**src/rtl/pop_arbiter.sv**
```systemverilog
`default_nettype none
// ============================================================================
// Module      : pop_arbiter
// Description : Round-robin burst arbiter popping four source FIFOs into one
//               downstream FIFO, with a configurable burst length.
// Revision    : 1.0 - initial release
// ============================================================================
module pop_arbiter #(
    parameter int BURST_W = 3
) (
    input  logic               clk,
    input  logic               reset,
    input  logic               init,
    input  logic [BURST_W-1:0] burst_cfg,
    input  logic [3:0]         empty_F,
    input  logic               dst_almost_full,
    output logic [3:0]         pop_F,
    output logic               push_dst,
    output logic [1:0]         sel,
    output logic               idle,
    output logic [1:0]         state
);

    typedef enum logic [1:0] {
        ST_RESET  = 2'd0,
        ST_INIT   = 2'd1,
        ST_IDLE   = 2'd2,
        ST_ACTIVE = 2'd3
    } state_t;

    localparam logic [BURST_W:0] c_max_len = {1'b1, {BURST_W{1'b0}}};

    state_t             r_state;
    state_t             w_state_nxt;
    logic [1:0]         r_ptr;
    logic [1:0]         w_ptr_nxt;
    logic [BURST_W-1:0] r_burst_cnt;
    logic [BURST_W-1:0] w_cnt_nxt;
    logic [BURST_W-1:0] r_burst_len;
    logic [BURST_W-1:0] w_len_nxt;
    logic [BURST_W:0]   w_eff_len;
    logic [BURST_W:0]   w_cnt_inc;
    logic [1:0]         w_next_ptr;
    logic [1:0]         w_cand;
    logic               w_pop_ok;

    assign w_pop_ok  = (r_state == ST_ACTIVE) & ~reset & ~init
                     & ~empty_F[r_ptr] & ~dst_almost_full;
    assign pop_F     = w_pop_ok ? (4'b0001 << r_ptr) : 4'b0000;
    assign idle      = (r_state == ST_IDLE);
    assign state     = r_state;

    // A zero configuration encodes the maximum burst of 2^BURST_W.
    assign w_eff_len = (r_burst_len == '0) ? c_max_len : {1'b0, r_burst_len};
    assign w_cnt_inc = {1'b0, r_burst_cnt} + {{BURST_W{1'b0}}, 1'b1};

    // Nearest non-empty FIFO after ptr; scanned far-to-near so the nearest wins.
    always_comb begin
        w_next_ptr = r_ptr;
        w_cand     = r_ptr;
        for (int k = 3; k >= 1; k--) begin
            w_cand = r_ptr + 2'(k);
            if (!empty_F[w_cand]) begin
                w_next_ptr = w_cand;
            end
        end
    end

    always_comb begin
        w_state_nxt = r_state;
        w_ptr_nxt   = r_ptr;
        w_cnt_nxt   = r_burst_cnt;
        w_len_nxt   = r_burst_len;
        case (r_state)
            ST_RESET: begin
                w_state_nxt = ST_INIT;
            end
            ST_INIT: begin
                if (init) begin
                    w_len_nxt = burst_cfg;
                end else begin
                    w_state_nxt = ST_IDLE;
                end
            end
            ST_IDLE: begin
                if (init) begin
                    w_state_nxt = ST_INIT;
                    w_ptr_nxt   = 2'd0;
                    w_cnt_nxt   = '0;
                end else if ((empty_F != 4'b1111) && !dst_almost_full) begin
                    w_state_nxt = ST_ACTIVE;
                end
            end
            ST_ACTIVE: begin
                if (init) begin
                    w_state_nxt = ST_INIT;
                    w_ptr_nxt   = 2'd0;
                    w_cnt_nxt   = '0;
                end else begin
                    if (empty_F == 4'b1111) begin
                        w_state_nxt = ST_IDLE;
                    end
                    if (w_pop_ok) begin
                        if (w_cnt_inc == w_eff_len) begin
                            w_ptr_nxt = w_next_ptr;
                            w_cnt_nxt = '0;
                        end else begin
                            w_cnt_nxt = w_cnt_inc[BURST_W-1:0];
                        end
                    end else if (!dst_almost_full) begin
                        // Granted FIFO ran dry: hand over and restart the burst.
                        w_ptr_nxt = w_next_ptr;
                        w_cnt_nxt = '0;
                    end
                end
            end
            default: begin
                w_state_nxt = ST_RESET;
            end
        endcase
    end

    always_ff @(posedge clk) begin
        if (reset) begin
            r_state     <= ST_RESET;
            r_ptr       <= 2'd0;
            r_burst_cnt <= '0;
            r_burst_len <= {{(BURST_W-1){1'b0}}, 1'b1};
            push_dst    <= 1'b0;
            sel         <= 2'd0;
        end else begin
            r_state     <= w_state_nxt;
            r_ptr       <= w_ptr_nxt;
            r_burst_cnt <= w_cnt_nxt;
            r_burst_len <= w_len_nxt;
            push_dst    <= |pop_F;
            sel         <= r_ptr;
        end
    end

endmodule
`default_nettype wire

```
**config.mk**
```make
export PLATFORM = sky130hd
export DESIGN_NAME = pop_arbiter
export DESIGN_NICKNAME = d
export VERILOG_FILES = /design/src/rtl/pop_arbiter.sv
export SDC_FILE = /design/constraint.sdc
export NUM_CORES = 1
export LEC_CHECK = 0
export ABC_AREA = 1
export CAP_MARGIN = 10
export CORE_ASPECT_RATIO = 1.2
export CORE_UTILIZATION = 53
export CTS_CLUSTER_SIZE = 24
export DETAILED_ROUTE_END_ITERATION = 10
export PLACE_DENSITY = 0.92
export SETUP_SLACK_MARGIN = 0.15
export SKIP_LAST_GASP = 1
export SYNTH_ARGS = -nofsm -noshare
export SYNTH_HDL_FRONTEND = slang
export SYNTH_SLANG_ARGS = --single-unit
```
**constraint.sdc**
```tcl
create_clock -name clk -period 5.2 [get_ports clk]
set_clock_uncertainty 0.05 [all_clocks]
set_input_delay 1.04 -clock clk [delete_from_list [all_inputs] [get_ports clk]]
set_output_delay 1.04 -clock clk [all_outputs]
set_load 0.005 [all_outputs]
```
[After elaboration in Yosys (flattened, before gate mapping)]
Cells that the tools add are included.
Storage, ports and cells
  word-level logic and storage cells: 76
  output and inout bits: 10
  register bits after elaboration: 13
Cells by class
  multiplexer cells: 31
  bitwise operators: 8
  add/sub/neg operators: 4
  shift operators: 1
  eq/ne operators: 12
  reductions and logical operators: 10
  order comparisons: 4
Operators with widths (count)
  two-way mux 2 bit: 13
  two-way mux 3 bit: 5
  < comparator 2 x 3 -> 1 bit (second input constant): 4
  binary-select mux 1 bit (select 2 bit): 4
  two-way mux 4 bit: 2
  != test 4 bit (second input constant): 2
  one-hot mux 2 bit (4 select lines): 1
  != test 3 x 2 -> 1 bit (second input constant): 2
  one-hot mux 3 bit (2 select lines): 1
  AND reduction 3 bit: 2
  adder 2 bit (second input constant): 2
  adder 3 x 1 -> 4 bit (second input constant): 1
  AND 1 bit: 4
  equality test 2 bit (second input constant): 2
  equality test 4 bit: 1
  equality test 4 bit (second input constant): 1
  two-way mux 1 bit: 4
  != test 2 bit (second input constant): 2
  != test 4 x 3 -> 1 bit (second input constant): 1
  inverter 1 bit: 4
  one-hot mux 2 bit (2 select lines): 1
  AND reduction 4 bit: 1
  OR reduction 4 bit: 1
  << shifter 1 x 2 -> 4 bit (first input constant): 1
  other kinds (8): 8

[Depth between registers and ports, before layout]
Gate-level depths: netlist of run 1.
  depth after elaboration: 10
  depth in mapped cells: 12
  gate-level depth less buffers: 11

[Least setup slack after synthesis of run 1]
Ideal clock, no wire load.
  kind: input to output
  start: in init
  end: out pop_F[0]
  stages: 7
  setup slack: 2.476 ns
  required time: 4.110 ns
  buffers on the path: 0
  arrival time: 1.634 ns
  path through: inv_2 -> nand2_2 -> nor2_4 -> nand3_2 -> nor2_4 -> inv_2 -> nor2_1
Between the ends
  longest elaborated chain between the ends: 5
Ends and longest elaborated chain
  start: declaration: RTL line 13  | input logic init,
  inverter 1 bit: RTL line 47  | assign w_pop_ok = (r_state == ST_ACTIVE) & ~reset & ~init
  AND 1 bit: RTL line 47
  AND 1 bit (2 in series): RTL line 48  | & ~empty_F[r_ptr] & ~dst_almost_full;
  two-way mux 4 bit: RTL line 49  | assign pop_F = w_pop_ok ? (4'b0001 << r_ptr) : 4'b0000;
  end: declaration: RTL line 17  | output logic [3:0] pop_F,
Every way passes these cells.

[Final worst setup path of run 1]
  start: in reset
  end: out pop_F[2]
Between the ends
  longest elaborated chain between the ends: 6
Ends and longest elaborated chain
  start: declaration: RTL line 12  | input logic reset,
  inverter 1 bit: RTL line 47
  AND 1 bit (2 in series): RTL line 47
  AND 1 bit (2 in series): RTL line 48
  two-way mux 4 bit: RTL line 49
Every way passes these cells.

==> run_results.csv, run 1 <==
group,metric,value,unit
timing,setup_tns,0,ns
synth,synth.area.top_cells,"dfxtp_1 27%, nand2_1 16%, nand3_1 9.7%",
power,intPower,155.5,uW
synth,async_flop_share,0,%
setup_path,crit_path_top_delay_cell,"clkdlybuf4s50_1",
power,p_sw,67.80,uW
synth,yosys.area.top_type,"dfxtp_1",
drt,firstDrtPassIters,4,
floorplanning,dieArea,2022,sq um
run_status,status,"finished, final reports clean",
synth,synth_top_area_share,26.60,%
clock_tree,htree_levels,1,
synth,synth_area_per_cell,6.232,sq um
setup_path,critical-path-max-stage-delay,0.54,ns
floorplanning,boundaryPins,21,
setup_path,worst_setup_path_end_kind,"output port",
min_path,hold_class,"flop to flop",
synth,synth_area,978.4,sq um
placed_design,place_ws,1.357,ns
setup_path,worstPathArrival,2.75,ns
floorplanning,start_util,58.18,%
timing,rsz0062_at_grt,"false",
global_routing,grt_pass1_wl,3691,um
power,swShare,30.36,%
clock_tree,postCtsSetupBuffers,0,
placed_design,placed_area,1190,sq um
floorplanning,rows,16,
run,maxCapViolations,0,
synth,synth_ff_type,"dfxtp_1",
floorplanning,coreArea,1682,sq um
cells_and_area,multi_input_area,600.6,sq um
clock_tree,cts_resized,0,
global_routing,gr-total-overflow,0,
timing,setup_viol,0,
drt,wl_per_cell,11.37,um
setup_path,start_kind,"primary input",
cells_and_area,drive_above_1_share,11.11,%
placed_design,place_congestion,0.8336,
synth,ys_seq_elements,13,
power,peakVddDrop,0.08807,mV
timing,period_share,73.94,%
synth,syn_nets,173,
timing,setup_slack,1.355,ns
drt,routed_via_density,5.328,
power,seqPwrFrac,48.6,%
setup_path,critPathKind,"primary input to output port",
synth,syn_inst,157,
global_routing,grt_pass1_vias,943,
power,power.total,223.3,uW
synth,ys_warn_count,0,
cells_and_area,seq_area,260.3,sq um
global_routing,grt_usage,25.09,%
cells_and_area,fin_util,72.32,%
synth,yosysSeqAreaShare,26.60,%
clock_tree,clock_path_buffers,2,
setup_path,critPathTopFamily,"buffers and inverters",
placed_design,port_buffers,20,
synth,synthTopCellsByCount,"43 x nand2_1, 22 x inv_1, 19 x nand3_1",
cells_and_area,fill_cells,156,
drt,routed_wl,2251,um
power,leakage,0.5529,nW
timing,worst_pin_slew,0.5041,ns
synth,synth_cell_types,21,
timing,slew_headroom,66.35,%
clock_tree,clock_sinks,13,
global_routing,antenna_found_initial,0,
clock_tree,cts_tree,"built",
clock_tree,clk_latency,0.28,ns
setup_path,crit_buf_inv,4,
clock_tree,clockRootBuffer,"clkbuf_4",
setup_path,worst_path_most_repeated_cell,"clkdlybuf4s50_1",
clock_tree,cts_made_buffers,3,
cells_and_area,area_growth,24.30,%
floorplanning,die_h,49.07,um
global_routing,grt_max_degree,12,
power,pwr-share-comb,23.6,%
setup_path,required,4.11,ns
timing,slew_viol_final,0,
synth,yosysMostFrequentCell,"nand2_1",
setup_path,cp_cell_sequence,"clkdlybuf4s50_1 > inv_1 > nand3_2 > nor2_4 > inv_2 > nor2_1 > clkdlybuf4s50_1",
clock_tree,cts.reportedPaths.clkPinSlew,0.07,ns
cells_and_area,antenna-diode-count,0,
floorplanning,die_w,41.22,um
setup_path,critical_path.max_fanout,7,
drt,drc,0,
clock_tree,postCtsHoldBufs,0,
timing,fmax,0.2601,GHz
drt,drtIter0Drc,20,
timing,hold_violations,0,
cells_and_area,nNetsFinal,197,
power,power_density,183.6,nW/um^2
drt,detail-route-antenna-nets,0,
timing,period_needed,3.845,ns
placed_design,dp_hpwl,1892,um
synth,synth_edf_count,0,
cells_and_area,finalInstanceArea,1216,sq um
drt,via_count,1055,
power,clkPwrFrac,27.8,%
[through the flow]
step / instances / hold WS [ns]
final: 198 / 0.4525
after detailed placement: 194 / 0.4390
after floorplan: 157 / 0.4062
after global routing: 198 / 0.4710
after CTS: 198 / 0.4508
after global placement: 194 / 0.4229
[cell usage in the layout, fill, tap and decap left out, drive strengths merged]
cell / count
a211oi: 1
a21oi: 9
a41oi: 1
clkbuf: 4
clkdlybuf4s50: 20
dfxtp: 13
ha: 5
inv: 27
nand2: 47
nand3: 22
nand4: 3
nor2: 19
nor3: 2
o21ai: 7
[logic make-up (layout without fill, tap and decap cells)]
family	Yosys count	count (layout)	synth area share [%]
and+or+nand+nor	93	93	44.37
buffers and inverters	28	51	12.02
DFF	13	13	26.60
adders and majority gates	5	5	6.394
AOI/OAI and AO/OA	18	18	10.61
[cell type report]
type / instances / area share, %
flip-flops and latches: 13 / 21.40
clock buffers: 4 / 2.160
inverters: 27 / 8.745
well taps: 18 / 1.852
repair buffers: 20 / 16.46
multi-input cells: 116 / 49.38
[power groups by stage]
stage / sequential (mW) / clock (mW) / combinational (mW)
2_1_floorplan: 0.109 / 0 / 0.0341
3_3_place_gp: 0.111 / 0 / 0.0508
3_5_place_dp: 0.111 / 0 / 0.0526
4_1_cts: 0.108 / 0.0623 / 0.0529
5_1_grt: 0.109 / 0.0681 / 0.0595
6_report: 0.108 / 0.0621 / 0.0528
[final timing paths]
kind	depth (start not counted)	startpoint	slack, ns	endpoint
setup / recovery	7	reset	1.36	pop_F[2]
hold / removal	2	r_burst_cnt[1]$_SDFFE_PP0P_	0.45	r_burst_cnt[1]$_SDFFE_PP0P_
setup reg to reg	10	r_ptr[0]$_SDFFE_PP0P_	3.15	r_ptr[0]$_SDFFE_PP0P_
hold reg to reg	2	r_burst_cnt[1]$_SDFFE_PP0P_	0.45	r_burst_cnt[1]$_SDFFE_PP0P_
[per-layer routing]
metal,track usage [%],vias up,routed length (um)
li1,-,550,-
met4,10.22,0,73
met1,28.21,478,900
met2,44.79,18,1227
met5,0,-,0
met3,1.370,9,50
[worst register-to-register path, delay by kind of cell, from the launching register on]
| family | cells | cell delay (ns) |
|---|---|---|
| and+or+nand+nor | 5 | 0.44 |
| DFF | 1 | 0.64 |
| AOI/OAI and AO/OA | 1 | 0.17 |
| buffers and inverters | 3 | 0.29 |
| adders and majority gates | 1 | 0.37 |
[state kept, by name (all words and copies together), names as in the netlist]
register,cells
r_burst_cnt,3
r_burst_len,3
r_ptr,2
sel,2
state,2
push_dst,1
(Power assumes the default switching activity.)
==> inputs of run 2 (changes only) <==
Settings changed: CORE_UTILIZATION 53 to 45, PLACE_DENSITY 0.92 to 0.84.
Clock period 5.2 ns to 3.5 ns, I/O delays scaled along.
==> run_results.csv, run 2 (synthesized netlist as in run 1, its figures left out) <==
group,metric,value,unit
run_status,status,"finished, final reports clean",
clock_tree,cts_resized,0,
floorplanning,die_h,53.08,um
placed_design,place_congestion,0.8452,
placed_design,port_buffers,20,
setup_path,worstPathArrival,2.47,ns
clock_tree,clockRootBuffer,"clkbuf_4",
cells_and_area,layout_commonest_cell,"nand2_1",
global_routing,gr-total-overflow,0,
setup_path,crit_buf_inv,4,
drt,drc,0,
setup_path,required,2.75,ns
placed_design,placed_area,1212,sq um
min_path,hold_class,"flop to flop",
setup_path,cp_cell_sequence,"clkdlybuf4s50_1 > inv_2 > nand2_2 > nor2_4 > nand3_2 > nor2_4 > inv_2 > nor2_1 > clkdlybuf4s50_1",
cells_and_area,reg.largest.list,"r_burst_cnt: 3 flops, r_burst_len: 3 flops",
cells_and_area,fill_cells,190,
setup_path,crit_path_top_delay_cell,"clkdlybuf4s50_1",
floorplanning,boundaryPins,21,
setup_path,critPathTopFamily,"buffers and inverters",
power,power_density,265.9,nW/um^2
setup_path,worst_setup_path_end_kind,"output port",
cells_and_area,area_growth,26.60,%
timing,rsz0062_at_grt,"false",
setup_path,start_kind,"primary input",
cells_and_area,antenna-diode-count,0,
clock_tree,clk_latency,0.27,ns
power,peakVddDrop,0.2295,mV
timing,slew_viol_final,0,
drt,routed_wl,2138,um
timing,hold_violations,0,
clock_tree,clock_path_buffers,2,
cells_and_area,stdcell_count,211,
timing,period_needed,3.222,ns
placed_design,dp_hpwl,1733,um
floorplanning,rows,18,
setup_path,critical-path-max-stage-delay,0.54,ns
drt,firstDrtPassIters,4,
timing,setup_tns,0,ns
setup_path,worst_r2r_startpoint,"r_ptr[0]$_SDFFE_PP0P_",
drt,wl_per_cell,10.13,um
global_routing,grt_max_degree,12,
clock_tree,clock_sinks,13,
setup_path,critical_path.startpoint,"init",
setup_path,critical_path.max_fanout,6,
cells_and_area,drive_above_1_share,11.60,%
clock_tree,postCtsSetupBuffers,0,
drt,routed_via_density,5.128,
power,power.total,329.4,uW
clock_tree,htree_levels,1,
placed_design,place_inst,207,
timing,fmax,0.3104,GHz
clock_tree,postCtsHoldBufs,0,
cells_and_area,finalInstanceArea,1239,sq um
clock_tree,cts_tree,"built",
timing,worst_pin_slew,0.5062,ns
floorplanning,start_util,47.74,%
global_routing,grt_pass1_wl,3608,um
min_path,min_from,"r_burst_cnt[1]$_SDFFE_PP0P_",
timing,slew_headroom,66.21,%
clock_tree,cts.reportedPaths.clkPinSlew,0.08,ns
timing,setup_viol,0,
timing,period_share,92.05,%
floorplanning,dieArea,2366,sq um
floorplanning,coreArea,2049,sq um
global_routing,grt_usage,20.00,%
global_routing,grt_pass1_vias,905,
clock_tree,cts_made_buffers,3,
cells_and_area,nNetsFinal,198,
power,leakage,0.5578,nW
drt,detail-route-antenna-nets,0,
setup_path,critPathKind,"primary input to output port",
cells_and_area,layout_common_cells,"43 x nand2_1, 22 x inv_1, 20 x clkdlybuf4s50_1",
floorplanning,die_w,44.57,um
timing,whs,0.4430,ns
global_routing,antenna_found_initial,0,
run,maxCapViolations,0,
drt,via_count,1082,
drt,drtIter0Drc,39,
## run 2: changes by cell type in the layout (fill, tap and decap cells not counted), sizes merged
cell | before | now
buf | 0 | 1
## run 2: worst register-to-register path: cells and delay by family (launching register included)
family          cells  cell delay, ns
fa+ha+maj           1            0.37
compound gates      1            0.17
buf+inv             3            0.30
flops               1            0.64
simple gates        5            0.46
## run 2: final timing paths
check / to / slack [ns] / depth (start not counted)
hold reg to reg: r_burst_cnt[1]$_SDFFE_PP0P_ / 0.44 / 2
hold / removal: r_burst_cnt[1]$_SDFFE_PP0P_ / 0.44 / 2
setup reg to reg: r_ptr[0]$_SDFFE_PP0P_ / 1.41 / 10
setup / recovery: pop_F[0] / 0.28 / 9
## run 2: layout make-up
type / count / area (sq um) / share of cell area [%]
tap: 30 / 37.54 / 3.030
inverter: 27 / 106.4 / 8.586
multi-input combinational: 116 / 600.6 / 48.48
clock buffer: 4 / 26.28 / 2.121
timing repair buffer: 21 / 207.7 / 16.77
sequential: 13 / 260.3 / 21.01
## run 2: through the flow
step | utilization, % | worst slack (ns)
6_report | 60.44 | 0.2783
5_1_grt | 60.44 | 0.2096
4_1_cts | 60.44 | 0.3307
3_5_place_dp | 59.16 | 0.3375
3_3_place_gp | 59.16 | 0.4137
2_1_floorplan | - | 1.456
## run 2: routing by layer
layer / track usage [%] / vias to the layer above / routed length, um
met5: 0 / - / 0
met3: 3.072 / 0 / 78
met1: 22.63 / 504 / 921
li1: - / 548 / -
met2: 37.99 / 30 / 1138
met4: 5.051 / 0 / 0
## run 2: report_power, final
group          switching [mW]  internal [mW]
clock network          0.0458         0.0441
logic                  0.0447         0.0340
registers             0.00742          0.154
